==> src/rtl/xor_stream_decoder_pkg.sv <==
// Shared constants for the XOR keystream decoder/encoder pair:
// LFSR taps, zero-seed substitute and controller state encodings.
package xor_stream_decoder_pkg;

  // Taps at bits 15, 13, 12 and 10 of the Fibonacci LFSR.
  localparam logic [15:0] LFSR_TAPS     = 16'hB400;
  localparam logic [15:0] LFSR_ZERO_SUB = 16'h0001;
  localparam logic [15:0] LFSR_RESET    = 16'h0001;

  typedef enum logic [0:0] {
    ST_IDLE = 1'b0,
    ST_RUN  = 1'b1
  } state_e;

  // An all-zero LFSR would lock up, so a zero seed is replaced.
  function automatic logic [15:0] seed_sanitize(input logic [15:0] seed);
    logic [15:0] res;
    if (seed == 16'h0000) begin
      res = LFSR_ZERO_SUB;
    end else begin
      res = seed;
    end
    return res;
  endfunction

endpackage

==> src/rtl/xor_stream_decoder_lfsr16_step.sv <==
// One combinational step of the 16-bit Fibonacci keystream LFSR.
// Shared by the decoder and the matching encoder.
module lfsr16_step
  import xor_stream_decoder_pkg::*;
(
  input  logic [15:0] state_i,
  output logic [15:0] next_o
);

  logic fb_s;

  // Feedback is the XOR of the tapped bits, shifted in at the LSB.
  always_comb begin
    fb_s   = ^(state_i & LFSR_TAPS);
    next_o = {state_i[14:0], fb_s};
  end

endmodule

==> src/rtl/xor_stream_decoder.sv <==
// Streaming XOR decoder: plaintext = ciphertext ^ LFSR keystream, with a
// single output register acting as a one-deep valid/ready pipeline stage.
module xor_stream_decoder
  import xor_stream_decoder_pkg::*;
#(
  parameter int N = 8
) (
  input  logic         clk,
  input  logic         rst,
  input  logic         seed_load,
  input  logic [15:0]  seed,
  input  logic         in_valid,
  input  logic [N-1:0] in_data,
  output logic         in_ready,
  output logic         out_valid,
  output logic [N-1:0] out_data,
  input  logic         out_ready,
  output logic         locked,
  output logic [15:0]  word_count
);

  state_e       state_q, state_d;
  logic [15:0]  lfsr_q, lfsr_d, lfsr_next_s;
  logic         out_valid_q, out_valid_d;
  logic [N-1:0] out_data_q, out_data_d;
  logic [15:0]  word_count_q, word_count_d;
  logic         locked_s, in_xfer_s, out_xfer_s;

  lfsr16_step u_step (
    .state_i (lfsr_q),
    .next_o  (lfsr_next_s)
  );

  // State and datapath registers; reset wins over every other update.
  always_ff @(posedge clk) begin
    if (rst) begin
      state_q      <= ST_IDLE;
      lfsr_q       <= LFSR_RESET;
      out_valid_q  <= 1'b0;
      out_data_q   <= {N{1'b0}};
      word_count_q <= 16'd0;
    end else begin
      state_q      <= state_d;
      lfsr_q       <= lfsr_d;
      out_valid_q  <= out_valid_d;
      out_data_q   <= out_data_d;
      word_count_q <= word_count_d;
    end
  end

  // Next controller state: a seed load is the only way into RUN.
  always_comb begin
    state_d = state_q;
    case (state_q)
      ST_IDLE: begin
        if (seed_load) begin
          state_d = ST_RUN;
        end else begin
          state_d = ST_IDLE;
        end
      end
      ST_RUN:  state_d = ST_RUN;
      default: state_d = ST_IDLE;
    endcase
  end

  // Controller outputs and handshake qualifiers.
  always_comb begin
    locked_s   = 1'b0;
    case (state_q)
      ST_IDLE: locked_s = 1'b0;
      ST_RUN:  locked_s = 1'b1;
      default: locked_s = 1'b0;
    endcase
    in_ready   = locked_s & ~seed_load & (~out_valid_q | out_ready);
    in_xfer_s  = in_valid & in_ready;
    out_xfer_s = out_valid_q & out_ready;
  end

  // Datapath next state; seed_load discards the held word and wins over input.
  always_comb begin
    lfsr_d       = lfsr_q;
    out_valid_d  = out_valid_q;
    out_data_d   = out_data_q;
    word_count_d = word_count_q;
    if (seed_load) begin
      lfsr_d       = seed_sanitize(seed);
      out_valid_d  = 1'b0;
      word_count_d = 16'd0;
    end else if (in_xfer_s) begin
      lfsr_d       = lfsr_next_s;
      out_valid_d  = 1'b1;
      out_data_d   = in_data ^ lfsr_q[N-1:0];
      word_count_d = word_count_q + 16'd1;
    end else if (out_xfer_s) begin
      out_valid_d  = 1'b0;
    end else begin
      out_valid_d  = out_valid_q;
    end
  end

  assign locked     = locked_s;
  assign out_valid  = out_valid_q;
  assign out_data   = out_data_q;
  assign word_count = word_count_q;

endmodule

==> config.mk <==
export PLATFORM = sky130hd
export DESIGN_NAME = xor_stream_decoder
export DESIGN_NICKNAME = d
export VERILOG_FILES = /design/src/rtl/xor_stream_decoder_pkg.sv /design/src/rtl/xor_stream_decoder_lfsr16_step.sv /design/src/rtl/xor_stream_decoder.sv
export SDC_FILE = /design/constraint.sdc
export NUM_CORES = 1
export LEC_CHECK = 0
export ABC_AREA = 1
export CAP_MARGIN = 10
export CORE_ASPECT_RATIO = 0.9
export CORE_MARGIN = 2
export CORE_UTILIZATION = 40
export DETAILED_ROUTE_END_ITERATION = 7
export GPL_TIMING_DRIVEN = 0
export PLACE_DENSITY = 0.65
export SYNTH_ARGS = -nofsm -noshare
export SYNTH_HDL_FRONTEND = slang
export SYNTH_SLANG_ARGS = --single-unit
==> constraint.sdc <==
create_clock -name clk -period 1.57 [get_ports clk]
set_input_delay 0.2355 -clock clk [delete_from_list [all_inputs] [get_ports clk]]
set_output_delay 0.2355 -clock clk [all_outputs]
set_load 0.005 [all_outputs]
# == Yosys cells after proc, flatten, opt, wreduce, memory -nomap -nowiden ==
# Index checks and enable logic that the tools add are counted.
# W data, S select, Z words.
# word_totals
ff_bits,42
output_inout_bits,27
input_bits,29
wordCells,29
# classes
reduce_logical,6
n_bitwise,9
addsub,1
mux,8
# ops
op,n
$mux W16,3
$add A16 B1 Y16 const B,1
$logic_not A16 Y1,1
$reduce_xor A16 Y1,1
$xor A8 B8 Y8,1
$and A1 B1 Y1,4
$pmux W1 S2,2
$reduce_bool A2 Y1,2
$mux W1,3
$not A1 Y1,3
$reduce_and A2 Y1,1
$reduce_or A2 Y1,1
$or A1 B1 Y1,1

# == Depth between registers and ports, before layout ==
# Gate-level depths: netlist of the first run.
# depth
depth_word,7
ltp_mapped,9
depth_no_buf,9

# == By module ==
# Synthesis of the first run repeated with hierarchy kept, for this count alone.
# hier_totals
cells_unflattened,295
hier_area_um2,2170.8
# modules_own_cells
module,seq_area_each_um2,n_inst,area_per_inst_um2,cells_per_inst
xor_stream_decoder,840.8,1,1986.9,264
lfsr16_step,0.0,1,183.9,31

# == Worst setup path before layout of the first run ==
# Ideal clock, no wire load.
# synth_timing
path_type,flip-flop to flip-flop
from,register word_count_q[1] (netlist: word_count[1])
to,register word_count_q[12] (netlist: word_count[12])
path_buffers,0
setup_slack_ps,235
t_arrival_ps,1215
path_stages_with_launch,9
cell_sequence,dfxtp_1 ha_1 nand2_1 nor2_1 nand2_1 nor2_8 nand2_1 o21ai_0 a21oi_1
# synth_between
elab_chain_len,1
# synth_lines
item,line_no,text
start: declaration,xor_stream_decoder.sv:26,"logic [15:0] word_count_q, word_count_d;"
start signal: assignment,xor_stream_decoder.sv:47,word_count_q <= word_count_d;
$add A16 B1 Y16,xor_stream_decoder.sv:94,word_count_d = word_count_q + 16'd1;
# No other way between the ends.
# A chain may end at the register's enable or synchronous reset.

# == Final worst setup path of the first run ==
# layout_timing
from,register word_count_q[5] (netlist: word_count[5])
to,output word_count[5]
# layout_lines
item,line_no,text
end: declaration,xor_stream_decoder.sv:19,output logic [15:0] word_count
# No word-level cell between the ends.

==> results of run 1 <==
-- sequential cells by signal, indices dropped and copies added (netlist names) --
register,count
out_valid,1
lfsr_q,16
out_data,8
state_q,1
word_count,16
-- synth_stat cells (all sizes together), types with 2 or more instances --
| cell | count |
|---|---|
| nand4 | 7 |
| xnor2 | 9 |
| o21ai | 20 |
| nand3 | 8 |
| a21oi | 19 |
| dfxtp | 42 |
| nor2 | 37 |
| a31oi | 15 |
| nor3 | 5 |
| clkbuf | 2 |
| nand2 | 72 |
| buf | 8 |
| inv | 22 |
-- power by group through the flow --
stage | combinational, uW | clock (uW) | sequential [uW]
final | 272 | 848 | 1130
after global routing | 298 | 913 | 1140
after CTS | 273 | 866 | 1130
after detailed placement | 272 | 0 | 1160
after global placement | 269 | 0 | 1160
after floorplan | 137 | 0 | 1150
-- kinds of logic (layout without fill, tap and decap cells) --
group / count (synthesis) / after routing / share of synthesized area
simple gates: 130 / 130 / 0.295
compound gates: 56 / 56 / 0.154
flops: 42 / 42 / 0.427
buf+inv: 32 / 94 / 0.0731
xor+xnor: 10 / 10 / 0.0445
fa+ha+maj: 1 / 1 / 0.00635
-- stage by stage --
step,util,power [uW]
after floorplan,-,1290
after global placement,0.539,1430
after detailed placement,0.539,1430
after CTS,0.562,2270
after global routing,0.564,2350
final,0.564,2260
-- layout make-up --
class | instances | area, sq um
fill | 492 | 2100
sequential | 42 | 846
clock buffer | 5 | 68.8
multi-input combinational | 197 | 990
timing repair buffer | 54 | 539
buffer | 10 | 61.3
tap | 65 | 81.3
clock inverter | 3 | 40.0
inverter | 22 | 82.6
-- how the worst max path moves through the flow --
stage | start | end | slack, ps | cells past startpoint
2_1_floorplan | word_count[1] | word_count[12] | 240 | 8
3_3_place_gp | out_ready | word_count[12] | -160 | 9
3_5_place_dp | out_ready | word_count[14] | -150 | 9
4_1_cts | word_count[6] | word_count[6] | 1 | 1
5_1_grt | word_count[5] | word_count[5] | 10 | 1
6_report | word_count[5] | word_count[5] | 50 | 1
-- tightest hold or removal path: cells and delay by family --
family	cells	cell delay, ps
AND/OR/NAND/NOR	1	70
buffers and inverters	1	120
AO/OA/AOI/OAI	1	80
-- layout by cell type, fill, tap and decap left out, types with 2 or more instances in the layout --
cell type        count
a21oi_1             19
a31oi_1             15
buf_2                4
buf_6                2
clkbuf_1             2
clkbuf_8             5
clkdlybuf4s50_1     53
clkinv_2             2
dfxtp_1             38
dfxtp_2              4
inv_1               21
nand2_1             70
nand2_2              2
nand3_1              7
nand4_1              6
nor2_1              33
nor2_8               2
nor3_1               5
o21ai_0             20
xnor2_1              9
-- metal layers --
metal / global-route usage / share of wire / vias to the layer above
li1: - / - / 1012
met1: 0.270 / 0.51 / 863
met2: 0.260 / 0.42 / 65
met3: 0.0357 / 0.061 / 9
met4: 0.0780 / 0.017 / 0
met5: 0 / 0 / -
==> results.cfg, run 1 <==
[clock_network]
clkSinkCount = 42
clkLatencyLatePin_ps = 300
htree_levels = 2
cts_root_buf = clkbuf_8
cts_hold_buffers = 0
cts_setup_buffers = 0
cts_made_buffers = 5
tritoncts = yes
clock_path_buffers = 2
cts_resized = 2
clk_pin_slew_ps = 80

[power_and_ir_drop]
intPower_uw = 1720
seqPwrFrac = 0.503
p_per_area_nw_per_um2 = 833
combinationalPowerShare = 0.121
power_leakage_uw = 0.00108
swShare = 0.237
power_switching_uw = 535
irDropWorstVdd_mv = 0.475
power_frac_clock = 0.376

[timing]
tightest_slew_ps = 463
fin_crit_sh = 0.969
clock_skew_ps = 8.95
finalCriticalPeriod_ps = 1520
fin_ws_ps = 49.3
rsz0062_at_grt = false
tns_ps = 0
drv_slew = 0
hold_viol_final = 0
timing.hold.ws_ps = 247
slew_headroom = 0.691
fmax_mhz = 658
setup_viol = 0

[yosys]
synth_warnings = 0
synth_ff_type = dfxtp_1
synth_area_sq_um = 1970
synthArstFlopShare = 0
ys_top_cells_by_area = dfxtp_1, nand2_1, nor2_1
syn_area_per_cell_sq_um = 7.27
ys_seq_area_frac = 0.427
ys_ff_latch = 42
synth_cell_types = 28
synth_top_area_share = 0.427
synth_area_leader_cell = dfxtp_1
synthCells = 271
synth_edf_count = 0
syn_nets = 301

[floorplanning]
initial_core_util = 0.410
rows = 24
die_w_microns = 78.0
die_h_microns = 70.6
core_sq_um = 4800
ios = 56
fp.dieArea_sq_um = 5500

[placed_design]
place_ws_ps = -152
dpl.hpwl_microns = 3610
place_area_sq_um = 2590
post-place-cells = 390
gp_congestion = 0.798
portBuffers = 54

[worst_setup_path]
slowest_stage = clkdlybuf4s50_1
crit_arrival_ps = 1290
end_kind = output port
max_stage_delay_ps = 540
setup.worst_path.start_class = flip-flop
worst-path-max-fanout = 7
crit_buf_inv = 1
r2r-end = word_count[12]
criticalPathCategory = flip-flop to output port
reg2reg_depth = 8
reg2reg_setup_slack_ps = 150
cp.required_ps = 1330
cp_cell_sequence = clkdlybuf4s50_1
r2r-start = word_count[1]
crit_family = buffers and inverters

[outcome]
outcome = complete, no violations

[flow_run]
cap_violations = 0

[routing]
first_iter_violations = 142
drc = 0
vias = 1949
routed_wl_microns = 4880
drt_first_pass_iters = 4
antenna_left = 0
detail_route.wl_per_cell_microns = 12.3
vias_per_cell = 4.90

[hold_path]
hp-start = seed_load
hold_end = lfsr_q[4]
holdPathStages = 3
hold_path_class = input port to flip-flop

[global_route]
grt_max_degree = 14
globalRouteTotalUtil = 0.183
grt_pass1_vias = 1727
overflow = 0
antenna_found_initial = 0
grt_pass1_wl_microns = 8030

[cells_and_area]
final_nets = 362
diodes = 0
drive_gt1_frac = 0.0871
syn2layout_area_growth_pct = 37.5
stdcell_area_sq_um = 2710
fin_cells = 398
Note: power is estimated with default switching activity, not from simulation.
==> inputs of run 2 (changes only) <==
--- a/config.mk
+++ b/config.mk
@@ -13,6 +13,8 @@
 export DETAILED_ROUTE_END_ITERATION = 7
 export GPL_TIMING_DRIVEN = 0
 export PLACE_DENSITY = 0.65
+export SKIP_LAST_GASP = 1
+export SLEW_MARGIN = 10
 export SYNTH_ARGS = -nofsm -noshare
 export SYNTH_HDL_FRONTEND = slang
 export SYNTH_SLANG_ARGS = --single-unit
==> results of run 2 <==
The final DEF is identical to that of run 1; final timing and power are the same.
==> inputs of run 3 (changes only) <==
--- a/config.mk
+++ b/config.mk
@@ -12,7 +12,8 @@
 export CORE_UTILIZATION = 40
 export DETAILED_ROUTE_END_ITERATION = 7
 export GPL_TIMING_DRIVEN = 0
-export PLACE_DENSITY = 0.65
+export PLACE_DENSITY = 0.76
+export REMOVE_ABC_BUFFERS = 1
 export SKIP_LAST_GASP = 1
 export SLEW_MARGIN = 10
 export SYNTH_ARGS = -nofsm -noshare
==> run 3 against run 2 <==
Against the previous run: die area did not move; sequential share of layout area down 0.80 points; maximum frequency is 2.0% higher; critical path depth up 4; final area rose by 2.6%; clock skew increased by 3.0 ps; register-to-register slack worse by 20 ps; critical endpoint is now in_ready.
==> results.cfg, run 3 (synthesized netlist as in run 1, its figures left out) <==
[clock_network]
cts_root_buf = clkbuf_8
clk_pin_slew_ps = 80
tritoncts = yes
htree_levels = 2
clkSinkCount = 42
cts_made_buffers = 5
clkLatencyLatePin_ps = 290
clock_path_buffers = 2

[timing]
fmax_mhz = 671
setup_viol = 0
tns_ps = 0
clock_skew_ps = 11.9
tightest_slew_ps = 653
slew_headroom = 0.564
hold_viol_final = 0
fin_crit_sh = 0.949
rsz0062_at_grt = false
finalCriticalPeriod_ps = 1490
drv_slew = 0

[routing]
vias_per_cell = 4.85
antenna_left = 0
vias = 1945
first_iter_violations = 131
routed-wl-met2_microns = 2250
m1WireLength_microns = 2110
routed_wl_microns = 4740
wl_met3_microns = 304
drt_first_pass_iters = 4
drc = 0
detail_route.wl_per_cell_microns = 11.8
top_layer_used = met4

[placed_design]
gp_congestion = 0.778
portBuffers = 55
dpl.hpwl_microns = 3170

[worst_setup_path]
crit_arrival_ps = 1250
reg2reg_depth = 8
worst-path-max-fanout = 3
reg2reg_setup_slack_ps = 130
cp-startpoint = out_ready
cp.required_ps = 1330
endpoint = in_ready
criticalPathCategory = input port to output port
r2r-start = word_count[1]
setup.worst_path.start_class = input port
r2r-end = word_count[12]
end_kind = output port

[cells_and_area]
finish.utilization = 0.579
num-fill-cells = 443
final_common_cell = nand2_1
drive_gt1_frac = 0.107
final_cell_mix = nand2_1, clkdlybuf4s50_1, dfxtp_1
final_nets = 365
syn2layout_area_growth_pct = 41.2
diodes = 0

[global_route]
globalRouteTotalUtil = 0.176
antenna_found_initial = 0
grt_max_degree = 20
grt_pass1_vias = 1794
grt_pass1_wl_microns = 7780
overflow = 0

[floorplanning]
die_h_microns = 70.6
ios = 56
fp.dieArea_sq_um = 5500
core_sq_um = 4800
initial_core_util = 0.410
rows = 24
die_w_microns = 78.0

[power_and_ir_drop]
seqPwrFrac = 0.502
p_per_area_nw_per_um2 = 813
intPower_uw = 1740
power_switching_uw = 522
power_leakage_uw = 0.00109
swShare = 0.231
power_frac_clock = 0.371
combinationalPowerShare = 0.127
irDropWorstVdd_mv = 0.479

[hold_path]
hold_path_class = input port to flip-flop

[flow_run]
cap_violations = 0

[outcome]
outcome = complete, no violations
run 3: cell count changes in the layout (fill, tap and decap cells not counted), sizes merged:
cell / delta
clkinv: -2
buf: +4
clkinvlp: +3
clkdlybuf4s50: -1
inv: -2
dlymetal6s2s: +1
run 3: power groups by stage:
stage / clock, uW / combinational [uW] / sequential, uW
after floorplan: 0 / 117 / 1150
after global placement: 0 / 254 / 1160
after detailed placement: 0 / 258 / 1160
after CTS: 855 / 268 / 1130
after global routing: 912 / 317 / 1140
final: 838 / 287 / 1130
run 3: area by class of cell:
| class | count | area (sq um) | area share |
|---|---|---|---|
| Timing Repair Buffer | 66 | 642 | 0.231 |
| Clock buffer | 7 | 76.3 | 0.0275 |
| Clock inverter | 1 | 30.0 | 0.0108 |
| Tap cell | 65 | 81.3 | 0.0293 |
| Multi-Input combinational cell | 197 | 1010 | 0.362 |
| Timing Repair inverter | 1 | 7.51 | 0.00270 |
| Sequential cell | 42 | 846 | 0.304 |
| Inverter | 22 | 90.1 | 0.0324 |
run 3: worst min path at each step:
stage | from | end | slack (ps) | cells after the start
floorplan | rst | lfsr_q[11] | 300 | 1
global placement | lfsr_q[11] | lfsr_q[11] | 460 | 2
detailed placement | lfsr_q[11] | lfsr_q[11] | 470 | 2
CTS | lfsr_q[11] | lfsr_q[11] | 490 | 2
global route | seed_load | lfsr_q[4] | 420 | 3
finish | seed_load | lfsr_q[4] | 410 | 3
run 3: layer usage:
layer / vias up / GRT usage
met4: 0 / 0.0624
met1: 862 / 0.224
met2: 66 / 0.290
li1: 1013 / -
met5: - / 0
met3: 4 / 0.0446
run 3: timing repair:
| action | 4_1_cts | 5_1_grt |
|---|---|---|
| gates resized for setup | 10 | 11 |
| hold buffers | 0 | 0 |
| pin swaps | 0 | 1 |
| hold endpoints to repair | 0 | 0 |
| buffers inserted | 2 | 9 |
| endpoints found under the setup margin | 42 | 37 |
| gates cloned | 1 | 0 |
run 3: worst max-delay path: stages:
cell and delay [ps]:
clkdlybuf4s50_1 470, inv_1 50, nand2_2 90, and3_1 150, dlygate4sd2_1 270
run 3: per-stage QoR:
| step | cell area, sq um | hold slack [ps] | std cells | worst slack [ps] | total power, uW |
|---|---|---|---|---|---|
| floorplan | 1910 | 305 | 261 | -230 | 1270 |
| CTS | 2690 | 486 | 392 | -8.67 | 2260 |
| global placement | 2540 | 457 | 381 | -1350 | 1410 |
| finish | 2780 | 405 | 401 | 79.6 | 2260 |
| detailed placement | 2540 | 474 | 381 | -1380 | 1420 |
| global route | 2780 | 425 | 401 | 0.233 | 2370 |
